File: src/rtl/axis_sample_packer.sv
// Packs 16-bit AXIS samples (first sample in LSBs) into 192-bit words, 64 words per frame.
// Latency 1 cycle; input stalls only while a word is ready to complete and the output register is held.
module axis_sample_packer #(
    parameter int C_S00_AXIS_TDATA_WIDTH = 32,
    parameter int C_M00_AXIS_TDATA_WIDTH = 192,
    parameter int SAMPLE_WIDTH           = 16,
    parameter int WORDS_PER_FRAME        = 64
) (
    input  logic                                  axis_aclk,
    input  logic                                  axis_reset,
    input  logic                                  s00_axis_tvalid,
    output logic                                  s00_axis_tready,
    input  logic [C_S00_AXIS_TDATA_WIDTH-1:0]     s00_axis_tdata,
    input  logic                                  s00_axis_tlast,
    output logic                                  m00_axis_tvalid,
    input  logic                                  m00_axis_tready,
    output logic [C_M00_AXIS_TDATA_WIDTH-1:0]     m00_axis_tdata,
    output logic                                  m00_axis_tlast,
    output logic [C_M00_AXIS_TDATA_WIDTH/8-1:0]   m00_axis_tstrb,
    output logic                                  err_short,
    output logic                                  err_long,
    output logic [15:0]                           frame_count
);

    localparam int LANES  = C_M00_AXIS_TDATA_WIDTH / SAMPLE_WIDTH;
    localparam int LANE_W = $clog2(LANES);
    localparam int WORD_W = $clog2(WORDS_PER_FRAME);
    localparam logic [LANE_W-1:0] LAST_LANE = LANE_W'(LANES - 1);
    localparam logic [WORD_W-1:0] LAST_WORD = WORD_W'(WORDS_PER_FRAME - 1);

    typedef enum logic {
        COLLECT = 1'b0,
        DISCARD = 1'b1
    } state_t;

    state_t                              state_q, state_d;
    logic [LANE_W-1:0]                   lane_q, lane_d;
    logic [WORD_W-1:0]                   word_q, word_d;
    logic [C_M00_AXIS_TDATA_WIDTH-1:0]   pack_q, pack_d;
    logic                                out_vld_q, out_vld_d;
    logic [C_M00_AXIS_TDATA_WIDTH-1:0]   out_dat_q, out_dat_d;
    logic                                out_last_q, out_last_d;
    logic                                err_short_q, err_short_d;
    logic                                err_long_q, err_long_d;
    logic [15:0]                         frame_cnt_q, frame_cnt_d;

    logic                                accept;
    logic                                last_word;
    logic [SAMPLE_WIDTH-1:0]             sample;
    logic [C_M00_AXIS_TDATA_WIDTH-1:0]   merged;
    logic                                unused_tdata;

    assign sample       = s00_axis_tdata[SAMPLE_WIDTH-1:0];
    assign unused_tdata = ^s00_axis_tdata;

    // A sample that cannot complete a word never needs the output register.
    assign s00_axis_tready = (state_q == DISCARD)
                           | ((lane_q != LAST_LANE) & ~s00_axis_tlast)
                           | ~out_vld_q
                           | m00_axis_tready;
    assign accept    = s00_axis_tvalid & s00_axis_tready;
    assign last_word = (word_q == LAST_WORD);

    always_comb begin
        state_d     = state_q;
        lane_d      = lane_q;
        word_d      = word_q;
        pack_d      = pack_q;
        out_vld_d   = out_vld_q;
        out_dat_d   = out_dat_q;
        out_last_d  = out_last_q;
        err_short_d = 1'b0;
        err_long_d  = 1'b0;
        frame_cnt_d = frame_cnt_q;

        // Lanes above the current one are always zero in pack_q, so short words come out padded.
        merged = pack_q;
        merged[lane_q*SAMPLE_WIDTH +: SAMPLE_WIDTH] = sample;

        if (out_vld_q && m00_axis_tready) begin
            out_vld_d = 1'b0;
            if (out_last_q) begin
                frame_cnt_d = frame_cnt_q + 16'd1;
            end
        end

        if (accept) begin
            case (state_q)
                COLLECT: begin
                    if ((lane_q == LAST_LANE) || s00_axis_tlast) begin
                        out_vld_d   = 1'b1;
                        out_dat_d   = merged;
                        out_last_d  = last_word || s00_axis_tlast;
                        pack_d      = '0;
                        lane_d      = '0;
                        word_d      = (last_word || s00_axis_tlast) ? '0 : word_q + 1'b1;
                        err_short_d = s00_axis_tlast && !(last_word && (lane_q == LAST_LANE));
                        if (last_word && (lane_q == LAST_LANE) && !s00_axis_tlast) begin
                            err_long_d = 1'b1;
                            state_d    = DISCARD;
                        end
                    end else begin
                        pack_d = merged;
                        lane_d = lane_q + 1'b1;
                    end
                end
                DISCARD: begin
                    if (s00_axis_tlast) begin
                        state_d = COLLECT;
                        lane_d  = '0;
                        word_d  = '0;
                    end
                end
                default: state_d = COLLECT;
            endcase
        end
    end

    always_ff @(posedge axis_aclk) begin
        if (axis_reset) begin
            state_q     <= COLLECT;
            lane_q      <= '0;
            word_q      <= '0;
            pack_q      <= '0;
            out_vld_q   <= 1'b0;
            out_dat_q   <= '0;
            out_last_q  <= 1'b0;
            err_short_q <= 1'b0;
            err_long_q  <= 1'b0;
            frame_cnt_q <= '0;
        end else begin
            state_q     <= state_d;
            lane_q      <= lane_d;
            word_q      <= word_d;
            pack_q      <= pack_d;
            out_vld_q   <= out_vld_d;
            out_dat_q   <= out_dat_d;
            out_last_q  <= out_last_d;
            err_short_q <= err_short_d;
            err_long_q  <= err_long_d;
            frame_cnt_q <= frame_cnt_d;
        end
    end

    assign m00_axis_tvalid = out_vld_q;
    assign m00_axis_tdata  = out_dat_q;
    assign m00_axis_tlast  = out_last_q;
    assign m00_axis_tstrb  = '1;
    assign err_short       = err_short_q;
    assign err_long        = err_long_q;
    assign frame_count     = frame_cnt_q;

endmodule
File: config.mk
export PLATFORM = sky130hd
export DESIGN_NAME = axis_sample_packer
export DESIGN_NICKNAME = d
export VERILOG_FILES = /design/src/rtl/axis_sample_packer.sv
export SDC_FILE = /design/constraint.sdc
export NUM_CORES = 1
export LEC_CHECK = 0
export CAP_MARGIN = 20
export CORE_ASPECT_RATIO = 1.25
export CORE_MARGIN = 2
export CORE_UTILIZATION = 46
export CTS_BUF_LIST = sky130_fd_sc_hd__clkbuf_4 sky130_fd_sc_hd__clkbuf_8 sky130_fd_sc_hd__clkbuf_16
export DETAILED_ROUTE_END_ITERATION = 16
export PLACE_DENSITY = 0.7
export SLEW_MARGIN = 20
export SYNTH_ARGS = -nofsm -noshare
export SYNTH_HDL_FRONTEND = slang
export SYNTH_SLANG_ARGS = --single-unit
File: constraint.sdc
create_clock -name axis_aclk -period 8.8 [get_ports axis_aclk]
set_input_delay 1.76 -clock axis_aclk [delete_from_list [all_inputs] [get_ports axis_aclk]]
set_output_delay 1.76 -clock axis_aclk [all_outputs]
set_load 0.03 [all_outputs]
# Word-level counts from Yosys, hierarchy flattened
# Cells that the tools add are included.
[totals] reg_bits=415
[classes] n_reduce_logical=15 bitwise_logic=10 add_sub_neg=4 n_mux=17 shifts=2 n_eq_ne=5
[op_table] operator="$bwmux W192" count=1
[op_table] operator="$mux W192" count=1
[op_table] operator="$shift A16 B34 Y192 const A" count=1
[op_table] operator="$shiftx A16 B34 Y192" count=1
[op_table] operator="$neg A8 Y34" count=1
[op_table] operator="$mux W6" count=3
[op_table] operator="$add A16 B1 Y16 const B" count=1
[op_table] operator="$pmux W6 S2" count=1
[op_table] operator="$mux W4" count=2
[op_table] operator="$pmux W4 S2" count=1
[op_table] operator="$mux W1" count=7
[op_table] operator="$add A6 B1 Y6 const B" count=1
[op_table] operator="$eq A6 B6 Y1 const B" count=1
[op_table] operator="$reduce_and A2 Y1" count=3
[op_table] operator="$reduce_and A3 Y1" count=2
[op_table] operator="$not A1 Y1" count=5
[op_table] operator="$add A4 B1 Y4 const B" count=1
[op_table] operator="$eq A4 B4 Y1 const B" count=1
[op_table] operator="$logic_and A1 B1 Y1" count=4
[op_table] operator="$ne A2 B2 Y1 const B" count=2
[op_table] operator="$ne A4 B4 Y1 const B" count=1
[op_table] operator="$reduce_or A4 Y1" count=1
[op_table] operator="$or A1 B1 Y1" count=3
[op_table] operator="$reduce_or A3 Y1" count=1
[op_table] operator="other kinds (4)" count=7

# Depth between registers and ports, before layout
# Gate-level depths: netlist of the first run.
[depth] depth_word=8 ltp_mapped=12 mapped_depth_nobuf=7

# Worst setup path after synthesis of the first run
# Ideal clock, no wire load.
[synth_timing] kind="in2out" startpoint="input m00_axis_tready" endpoint="output s00_axis_tready" arrival_time_ns=2.384 n_path_buf=0 cell_stages=2 slack_ns=4.656 cell_sequence="nor3b_2 -> nand2_1"
[synth_via] elab_chain_cells=1
[synth_lines] element="start, declared" line_no="16" text="input logic m00_axis_tready,"
[synth_lines] element="$or A1 B1 Y1" line_no="60" text="| m00_axis_tready;"
[synth_lines] element="end, declared" line_no="12" text="output logic s00_axis_tready,"
# Every way passes these cells.

# Final worst setup path of the first run
# Same ends and word-level chain as after synthesis.

==> results of run 1 <==
power by group through the flow:
stage	Combinational, mW	Sequential, mW	Clock (mW)
floorplan	0.235	2.10	0
global placement	0.516	2.01	0
detailed placement	0.520	2.01	0
CTS	0.523	1.97	1.82
global route	0.561	1.97	1.89
finish	0.526	1.97	1.79
flip-flops by register name (all words and copies together) (netlist names):
name / cells
m00_axis_tdata: 192
pack_q: 192
frame_count: 16
word_q: 6
lane_q: 4
err_long: 1
err_short: 1
m00_axis_tlast: 1
m00_axis_tvalid: 1
state_q: 1
worst max path at each step:
stage	to	slack, ns	cells past startpoint
final	s00_axis_tready	3.54	4
after global routing	s00_axis_tready	3.48	4
after CTS	s00_axis_tready	3.57	4
after detailed placement	s00_axis_tready	3.58	4
after global placement	s00_axis_tready	3.58	4
after floorplan	s00_axis_tready	4.66	2
kinds of logic (layout without fill, tap and decap cells):
family	after synthesis	count (layout)	synth area share [%]
buffers and inverters	225	349	5.83
muxes	21	21	1.26
adders and majority gates	5	5	0.375
DFF	415	415	49.9
AOI/OAI and AO/OA	466	466	21.3
other	1	24	0.0225
and+or+nand+nor	760	760	20.3
xor gates and xnor gates	19	19	1.04
worst reg2reg max path, stage by stage, from the launching register on:
cell and delay (ns):
dfxtp_1 0.64, nor3_1 0.16, ha_1 0.69, nor2b_1 0.45, and2_1 0.53, nand2_1 0.53
nor2_1 0.91, a22o_1 0.24
area by class of cell:
class                           instances  area, µm²  share of cell area [%]
Clock buffer                           59       1250                    6.12
Clock inverter                         15        144                   0.704
Inverter                               10       37.5                   0.184
Multi-Input combinational cell       1295       7530                    36.8
Sequential cell                       415       8310                    40.6
Tap cell                              474        593                    2.90
Timing Repair Buffer                  265       2590                    12.7
layer usage:
layer / vias to the layer above / share of wire (%) / wire length (µm) / GRT usage, %
met3: 87 / 7.0 / 3480 / 4.91
met4: 0 / 3.2 / 1610 / 9.02
met2: 555 / 47 / 23200 / 41.9
met1: 7028 / 43 / 21300 / 33.4
li1: 7013 / - / - / -
met5: - / 0 / 0 / 0
metrics by stage:
stage / power (mW) / instances / setup slack [ns] / util (%) / hold slack (ns)
after global placement: 2.53 / 2459 / 3.58 / 53.5 / 0.439
after detailed placement: 2.53 / 2459 / 3.58 / 53.5 / 0.447
after CTS: 4.31 / 2533 / 3.57 / 57.4 / 0.462
after floorplan: 2.34 / 1935 / 4.66 / - / 0.426
after global routing: 4.43 / 2533 / 3.48 / 57.5 / 0.477
final: 4.29 / 2533 / 3.54 / 57.5 / 0.460
cells in the final DEF, fill, tap and decap left out, types with 8 or more instances in the layout:
cell             instances
dfxtp_1                415
a311oi_1                38
a21oi_1                 72
xor2_1                   9
buf_4                   31
nand4b_1                24
o21ai_0                 35
clkdlybuf4s50_1        232
nand2b_1                19
nor2_1                 309
a32o_1                  24
nand2_1                178
o2bb2ai_1               48
a211oi_1               157
mux2i_1                 21
nor3_1                 117
nand4_1                 10
nand3_1                 58
inv_1                   10
conb_1                  24
a22o_1                  72
and3_1                   8
xnor2_1                  9
clkbuf_16               43
clkbuf_8                10
==> run metrics, run 1 <==
Initial Util 46.9%; synthesized area 0.0167 mm²; largest net degree at the start of global routing 251; Longest Clk Path Bufs 3; R2R Path End pack_q[70]$_SDFFE_PP0P_; worst hold stages 2; crit path time final roughly 5.3 ns; commonest cells in the netlist dfxtp_1, nor2_1, nand2_1, clkbuf_1, a211oi_1; post-CTS setup buffers 0; first-pass iteration count of the detailed router 6; drt drc 0; all-layer global routing usage between 20% and 30%; Worst setup EP type output pin; WL/cell slightly below 20 µm; Die ar. 0.0378 mm²; placed cell area 0.0190 mm²; DP HPWL 30300 µm; worst path required time around 7.0 ns; fmax 190 MHz; DIE WIDTH 174 µm; GP Congestion 0.886; # diodes 0; setup TNS 0 ns; critical path arrival 3.50 ns; # setup viols final 0; Hold Path End m00_axis_tdata[170]$_SDFFE_PP0P_; Fin. Hold Viols 0; most frequent cell after synthesis dfxtp_1; first-pass GRT wire length 77700 µm; Internal Power 3.16 mW; Final Cell Area 0.0205 mm²; WP buf/inv 2; worst hold start pack_q[170]$_SDFFE_PP0P_; post_cts resized 0; Critical Path Max Stage Delay 0.67 ns; Fillers 3182; area grow syn2layout 22.7%; flop2flop setup slack between 4 and 5 ns; Hold-fix buffers, CTS 0; Critical R2R Launch lane_q[2]$_SDFFE_PP0P_; Core Footprint about 0.036 mm²; combinational power share 12.3%; Power Density 210 mW/mm²; total CTS buffers 41; CTS clk-pin slew, worst paths around 0.06 ns; maximum VDD drop 0.000128 V; Via-to-Cell Ratio slightly below 6; synthesis warning total 0; CP Launch Type input port; leakage power total 6.85 nW; Seq/Total Area, Yosys 49.9%; slew margin rel. 8.95%; H-tree levels 2; # rows slightly below 80; number of global-route vias before repair roughly 14k; most frequent CP cell clkdlybuf4s50_1; Clock Skews ~0.013 ns; CTS tree built; initial DRC count 1184; period utilization around 60%; Main synth FF type dfxtp_1; clk sinks 415; total global routing overflow 0; switching share of power 26.3%; root buf cell clkbuf_16; Seq pwr share between 40% and 50%; RSZ-0062 raised after global routing false; initial antenna violation count 0; CP Cell Sequence clkdlybuf4s50_1, nor3b_2, nand2_1, clkdlybuf4s50_1; top fanout value on the critical path 6; Clock Power Share 41.8%; top post-synthesis cells by area dfxtp_1, a211oi_1, nor2_1; Port Buffer Count 233; Yosys cell types 51; layout cell share with drive strength beyond 1 6.31%; number of flops mapped to enable cells by yosys 0; cell count of the worst reg-to-reg path 7; Worst-Skew Late Latency 0.54 ns; area leader, netlist dfxtp_1; Switch Pwr 1.13 mW; Crit path max-delay family buffers and inverters; MaxCap Viol Count 0; Final Max Slew Viols 0; Vias 14.7k; Synth top area share 49.9%; Worst Setup SP m00_axis_tready; die height ~220 µm; Final ANT Viol Nets 0; Hold Path Class reg -> reg; Critical Path Slowest Stage Cell clkdlybuf4s50_1; synthesized instance count around 1.9k; Post-Syn Area per Cell 8.72 µm²; status complete, no violations; final net count 2070; post-synthesis async set-or-reset flop share 0%; actual slew at the worst max-slew pin about 1.4 ns; drt total wl around 50000 µm; #FFs+latches synth between 400 and 500; Crit Path Category in -> out; num ports 274
Power figures use the tool's default switching activity.
==> run 2: changes to the inputs <==
==> constraint.sdc (replaced) <==
create_clock -name axis_aclk -period 5.1 [get_ports axis_aclk]
set_input_delay 1.02 -clock axis_aclk [delete_from_list [all_inputs] [get_ports axis_aclk]]
set_output_delay 1.02 -clock axis_aclk [all_outputs]
set_load 0.03 [all_outputs]
==> run 2 against run 1 <==
Compared with the run above: combinational power grew 72%; clock skew shrank 0.0039 ns; power grew 75%; routed wire length shrank 0.58%; register-to-register slack lost 3.7 ns; design area grew 0.48%; via count grew 0.20%; worst hold slack lost 0.0063 ns; critical path depth grew 3; clock-buffer cell count shrank 10; worst setup slack lost 2.6 ns; highest routed layer unchanged.
==> run metrics, run 2 (synthesis results as in run 1) <==
status complete, no violations; RSZ-0062 raised after global routing false; Final WS setup 0.923 ns; Fillers 3137; WL/cell 19.4 µm; Critical R2R Launch lane_q[2]$_SDFFE_PP0P_; Worst setup EP type register; CP Cell Sequence nor3_1, ha_1, nor2b_1, and2_1, nand2_1, nor2_1, a22o_1; Final ANT Viol Nets 0; MaxCap Viol Count 0; Critical Path Max Stage Delay 0.86 ns; die height 217 µm; Port Buffer Count 233; area grow syn2layout 23.3%; Power Density 365 mW/mm²; # diodes 0; flop2flop setup slack approximately 0.92 ns; commonest cells after routing, fill and taps aside dfxtp_1, nor2_1, clkdlybuf4s50_1, nand2_1, a211oi_1; Final Max Slew Viols 0; Worst-Skew Late Latency 0.53 ns; first-pass iteration count of the detailed router 7; top fanout value on the critical path 17; CTS clk-pin slew, worst paths 0.06 ns; # rows 77; Place WS 1.12 ns; num ports 274; worst hold start pack_q[69]$_SDFFE_PP0P_; post_cts resized 0; commonest non-fill, non-tap cell in the layout dfxtp_1; drt total wl ~50000 µm; Crit path max-delay family simple AND/OR/NAND/NOR gates; DIE WIDTH 174 µm; largest net degree at the start of global routing 251; final net count 2077; number of global-route vias before repair 13.9k; initial antenna violation count 0; Vias around 15k; layout cell share with drive strength beyond 1 6.20%; period utilization 81.9%; maximum VDD drop 0.000267 V; H-tree levels 2; Crit Path Category reg -> reg; GP Congestion ~0.86; leakage power total 6.92 nW; Initial Util 46.9%; Clock Skews 0.00940 ns; CTS tree built; Hold Path Class reg -> reg; fmax ~240 MHz; slew margin rel. 26.8%; crit path time final 4.18 ns; total global routing overflow 0; clk sinks 415; Power Total 7.51 mW; CP Launch Type register; total CTS buffers 41; Final Util 57.8%; initial DRC count 1273; post-CTS setup buffers 0; Core Footprint 0.0356 mm²; Die ar. 0.0378 mm²; DP HPWL 30500 µm; actual slew at the worst max-slew pin 1.09 ns; setup TNS 0 ns; Hold-fix buffers, CTS 0; WP buf/inv 0; drt drc 0; root buf cell clkbuf_16; Via-to-Cell Ratio just under 6; Fin. Hold Viols 0; Longest Clk Path Bufs 3; all-layer global routing usage 25.4%; Worst Setup SP lane_q[2]$_SDFFE_PP0P_; critical path arrival 4.64 ns; # setup viols final 0; first-pass GRT wire length ~78000 µm; worst path required time 5.56 ns; Critical Path Slowest Stage Cell nor2_1
## run 2: cell types whose count changed in the layout (fill, tap and decap cells not counted), moves of 2 or more
cell	delta
nor2_2	-4
clkinv_4	-2
clkbuf_4	-7
buf_4	+5
clkinv_2	+6
nor2_1	+4
bufinv_16	+5
clkbuf_16	-2
## run 2: path summary, 6_finish.rpt
check,to,depth (start not counted)
worst min register to register,m00_axis_tdata[69]$_SDFFE_PP0P_,2
worst max-delay path,pack_q[68]$_SDFFE_PP0P_,7
worst max register to register,pack_q[68]$_SDFFE_PP0P_,7
worst min-delay path,m00_axis_tdata[69]$_SDFFE_PP0P_,2
## run 2: final cells by class
class / count / area (µm²) / area share, %
sequential: 415 / 8310 / 40.4
multi-input combinational: 1295 / 7500 / 36.5
timing repair buffer: 272 / 2670 / 13.0
clock buffer: 49 / 1140 / 5.53
tap: 474 / 593 / 2.89
clock inverter: 23 / 298 / 1.45
inverter: 10 / 37.5 / 0.183
## run 2: metal layers
metal	wire [µm]	track usage (%)	up-vias
met5	0	0	-
met1	21100	33.3	7040
met2	22900	41.5	561
li1	-	-	7025
met3	3840	5.38	87
met4	1490	8.80	0
## run 2: worst reg2reg max path, cell delays in order (launching register included)
cell and delay [ns]:
dfxtp_1 0.64, nor3_1 0.16, ha_1 0.66, nor2b_1 0.44, and2_1 0.55, nand2_1 0.54, nor2_1 0.87, a22o_1 0.24
## run 2: through the flow
step,hold slack (ns),cells,cell area [µm²]
after floorplan,0.426,1935,16700
after global placement,0.439,2465,19100
after detailed placement,0.448,2465,19100
final,0.454,2538,20500
after CTS,0.458,2537,20500
after global routing,0.474,2538,20500
## run 2: where the power goes
| group | leakage (nW) | switching (mW) | internal, mW |
|---|---|---|---|
| logic | 2.84 | 0.609 | 0.296 |
| registers | 3.37 | 0.0609 | 3.34 |
| clock network | 0.713 | 1.27 | 1.94 |
==> run 3: changes to the inputs <==
==> constraint.sdc (replaced) <==
create_clock -name axis_aclk -period 4 [get_ports axis_aclk]
set_input_delay 0.8 -clock axis_aclk [delete_from_list [all_inputs] [get_ports axis_aclk]]
set_output_delay 0.8 -clock axis_aclk [all_outputs]
set_load 0.03 [all_outputs]
==> run 3 against run 2 <==
Compared with the run above: design area is 0.77% higher; cell count is 1.1% higher; critical endpoint is now pack_q[73]$_SDFFE_PP0P_; via count is 1.3% higher; worst setup slack worse by 0.39 ns; first-iteration DRC count is 0.71% higher; largest cell class unchanged; global-route usage is 0.62 points higher; highest routed layer unchanged.
==> run metrics, run 3 (synthesis results as in run 1) <==
status complete, no violations; final hold slack 0.448 ns; setup TNS 0 ns; die height 217 µm; total CTS buffers 42; DP HPWL between 30000 and 40000 µm; period utilization 86.8%; slew margin rel. 27.7%; Hold-fix buffers, CTS 0; initial antenna violation count 0; commonest cells after routing, fill and taps aside dfxtp_1, nor2_1, clkdlybuf4s50_1, nand2_1, a211oi_1; Fin. Hold Viols 0; cell count of the worst reg-to-reg path 8; root buf cell clkbuf_16; Final WS setup approximately 0.53 ns; Hold Path Class reg -> reg; Initial Util a little under half; Via-to-Cell Ratio about 5.8; Die ar. ~0.038 mm²; Place WS 0.599 ns; maximum VDD drop 0.000298 V; Final ANT Viol Nets 0; fmax 288 MHz; drt drc 0; Final Max Slew Viols 0; Worst-Skew Late Latency 0.56 ns; CP Launch Type register; top fanout value on the critical path 17; Clock Skews 0.0198 ns; CTS tree built; first-pass GRT wire length 79100 µm; number of global-route vias before repair 13.9k; largest net degree at the start of global routing roughly 200; clk sinks between 400 and 500; all-layer global routing usage 26.0%; commonest non-fill, non-tap cell in the layout dfxtp_1; initial DRC count 1282; Crit Path Category reg -> reg; Power Density roughly 460 mW/mm²; leakage power total 7.04 nW; post_cts resized 0; layout cell share with drive strength beyond 1 ~7.4%; Fillers 3125; # diodes 0; WL/cell between 15 and 20 µm; first-pass iteration count of the detailed router 5; # setup viols final 0; worst path required time 4.48 ns; # rows 77; actual slew at the worst max-slew pin 1.09 ns; area grow syn2layout 24.3%; H-tree levels 2; Core Footprint approximately 0.036 mm²; GP Congestion 0.860; post-CTS setup buffers 0; drt total wl a little over 50000 µm; crit path time final around 3.5 ns; critical path arrival 3.96 ns; num ports 274; MaxCap Viol Count 0; Vias 14.9k; final net count 2104; worst hold stages 2; Final Util between 50% and 60%; total global routing overflow 0; CTS clk-pin slew, worst paths 0.07 ns; Port Buffer Count 233; RSZ-0062 raised after global routing false; DIE WIDTH 174 µm; Longest Clk Path Bufs 3; Worst setup EP type register
## run 3: changes by cell type in the layout (fill, tap and decap cells not counted), sizes merged
cell	before	now
bufinv	7	2
clkinvlp	3	2
buf	39	65
clkinv	13	10
inv	10	11
clkbuf	50	59
## run 3: power breakdown
group	leakage [nW]	total, mW	internal (mW)	switching [mW]
logic	2.96	1.18	0.389	0.786
clock network	0.703	3.97	2.32	1.65
registers	3.37	4.33	4.25	0.0779
## run 3: path summary, 6_finish.rpt
path / from / end / slack (ns)
max: lane_q[2]$_SDFFE_PP0P_ / pack_q[73]$_SDFFE_PP0P_ / 0.53
min: pack_q[67]$_SDFFE_PP0P_ / m00_axis_tdata[67]$_SDFFE_PP0P_ / 0.45
max reg2reg: lane_q[2]$_SDFFE_PP0P_ / pack_q[73]$_SDFFE_PP0P_ / 0.53
min reg2reg: pack_q[67]$_SDFFE_PP0P_ / m00_axis_tdata[67]$_SDFFE_PP0P_ / 0.45
## run 3: stage by stage
step	cells	instance area (µm²)	power, mW
2_1_floorplan	1935	16700	5.14
6_report	2565	20700	9.48
3_5_place_dp	2492	19300	5.59
4_1_cts	2565	20700	9.55
5_1_grt	2565	20700	9.80
3_3_place_gp	2492	19300	5.58
## run 3: metal layers
layer | routed length [µm] | track usage [%] | vias to the layer above
met1 | 21500 | 34.4 | 7173
met3 | 3740 | 5.35 | 90
li1 | - | - | 7094
met4 | 1530 | 9.02 | 0
met5 | 0 | 0 | -
met2 | 23600 | 42.2 | 554
## run 3: layout make-up
type / count / area, µm² / share of cell area (%)
clock inverters: 15 / 156 / 0.755
repair buffers: 298 / 2870 / 13.9
multi-input cells: 1295 / 7490 / 36.2
flip-flops and latches: 415 / 8310 / 40.1
well taps: 474 / 593 / 2.86
clock buffers: 58 / 1250 / 6.04
inverters: 10 / 37.5 / 0.181
## run 3: critical path: stages (launching register included)
cell and delay, ns:
dfxtp_1 0.61, nor3_1 0.14, ha_1 0.67, nor2b_1 0.41, and2_1 0.45, nand2_1 0.51
nor2_1 0.22, buf_4 0.23, a22o_1 0.15
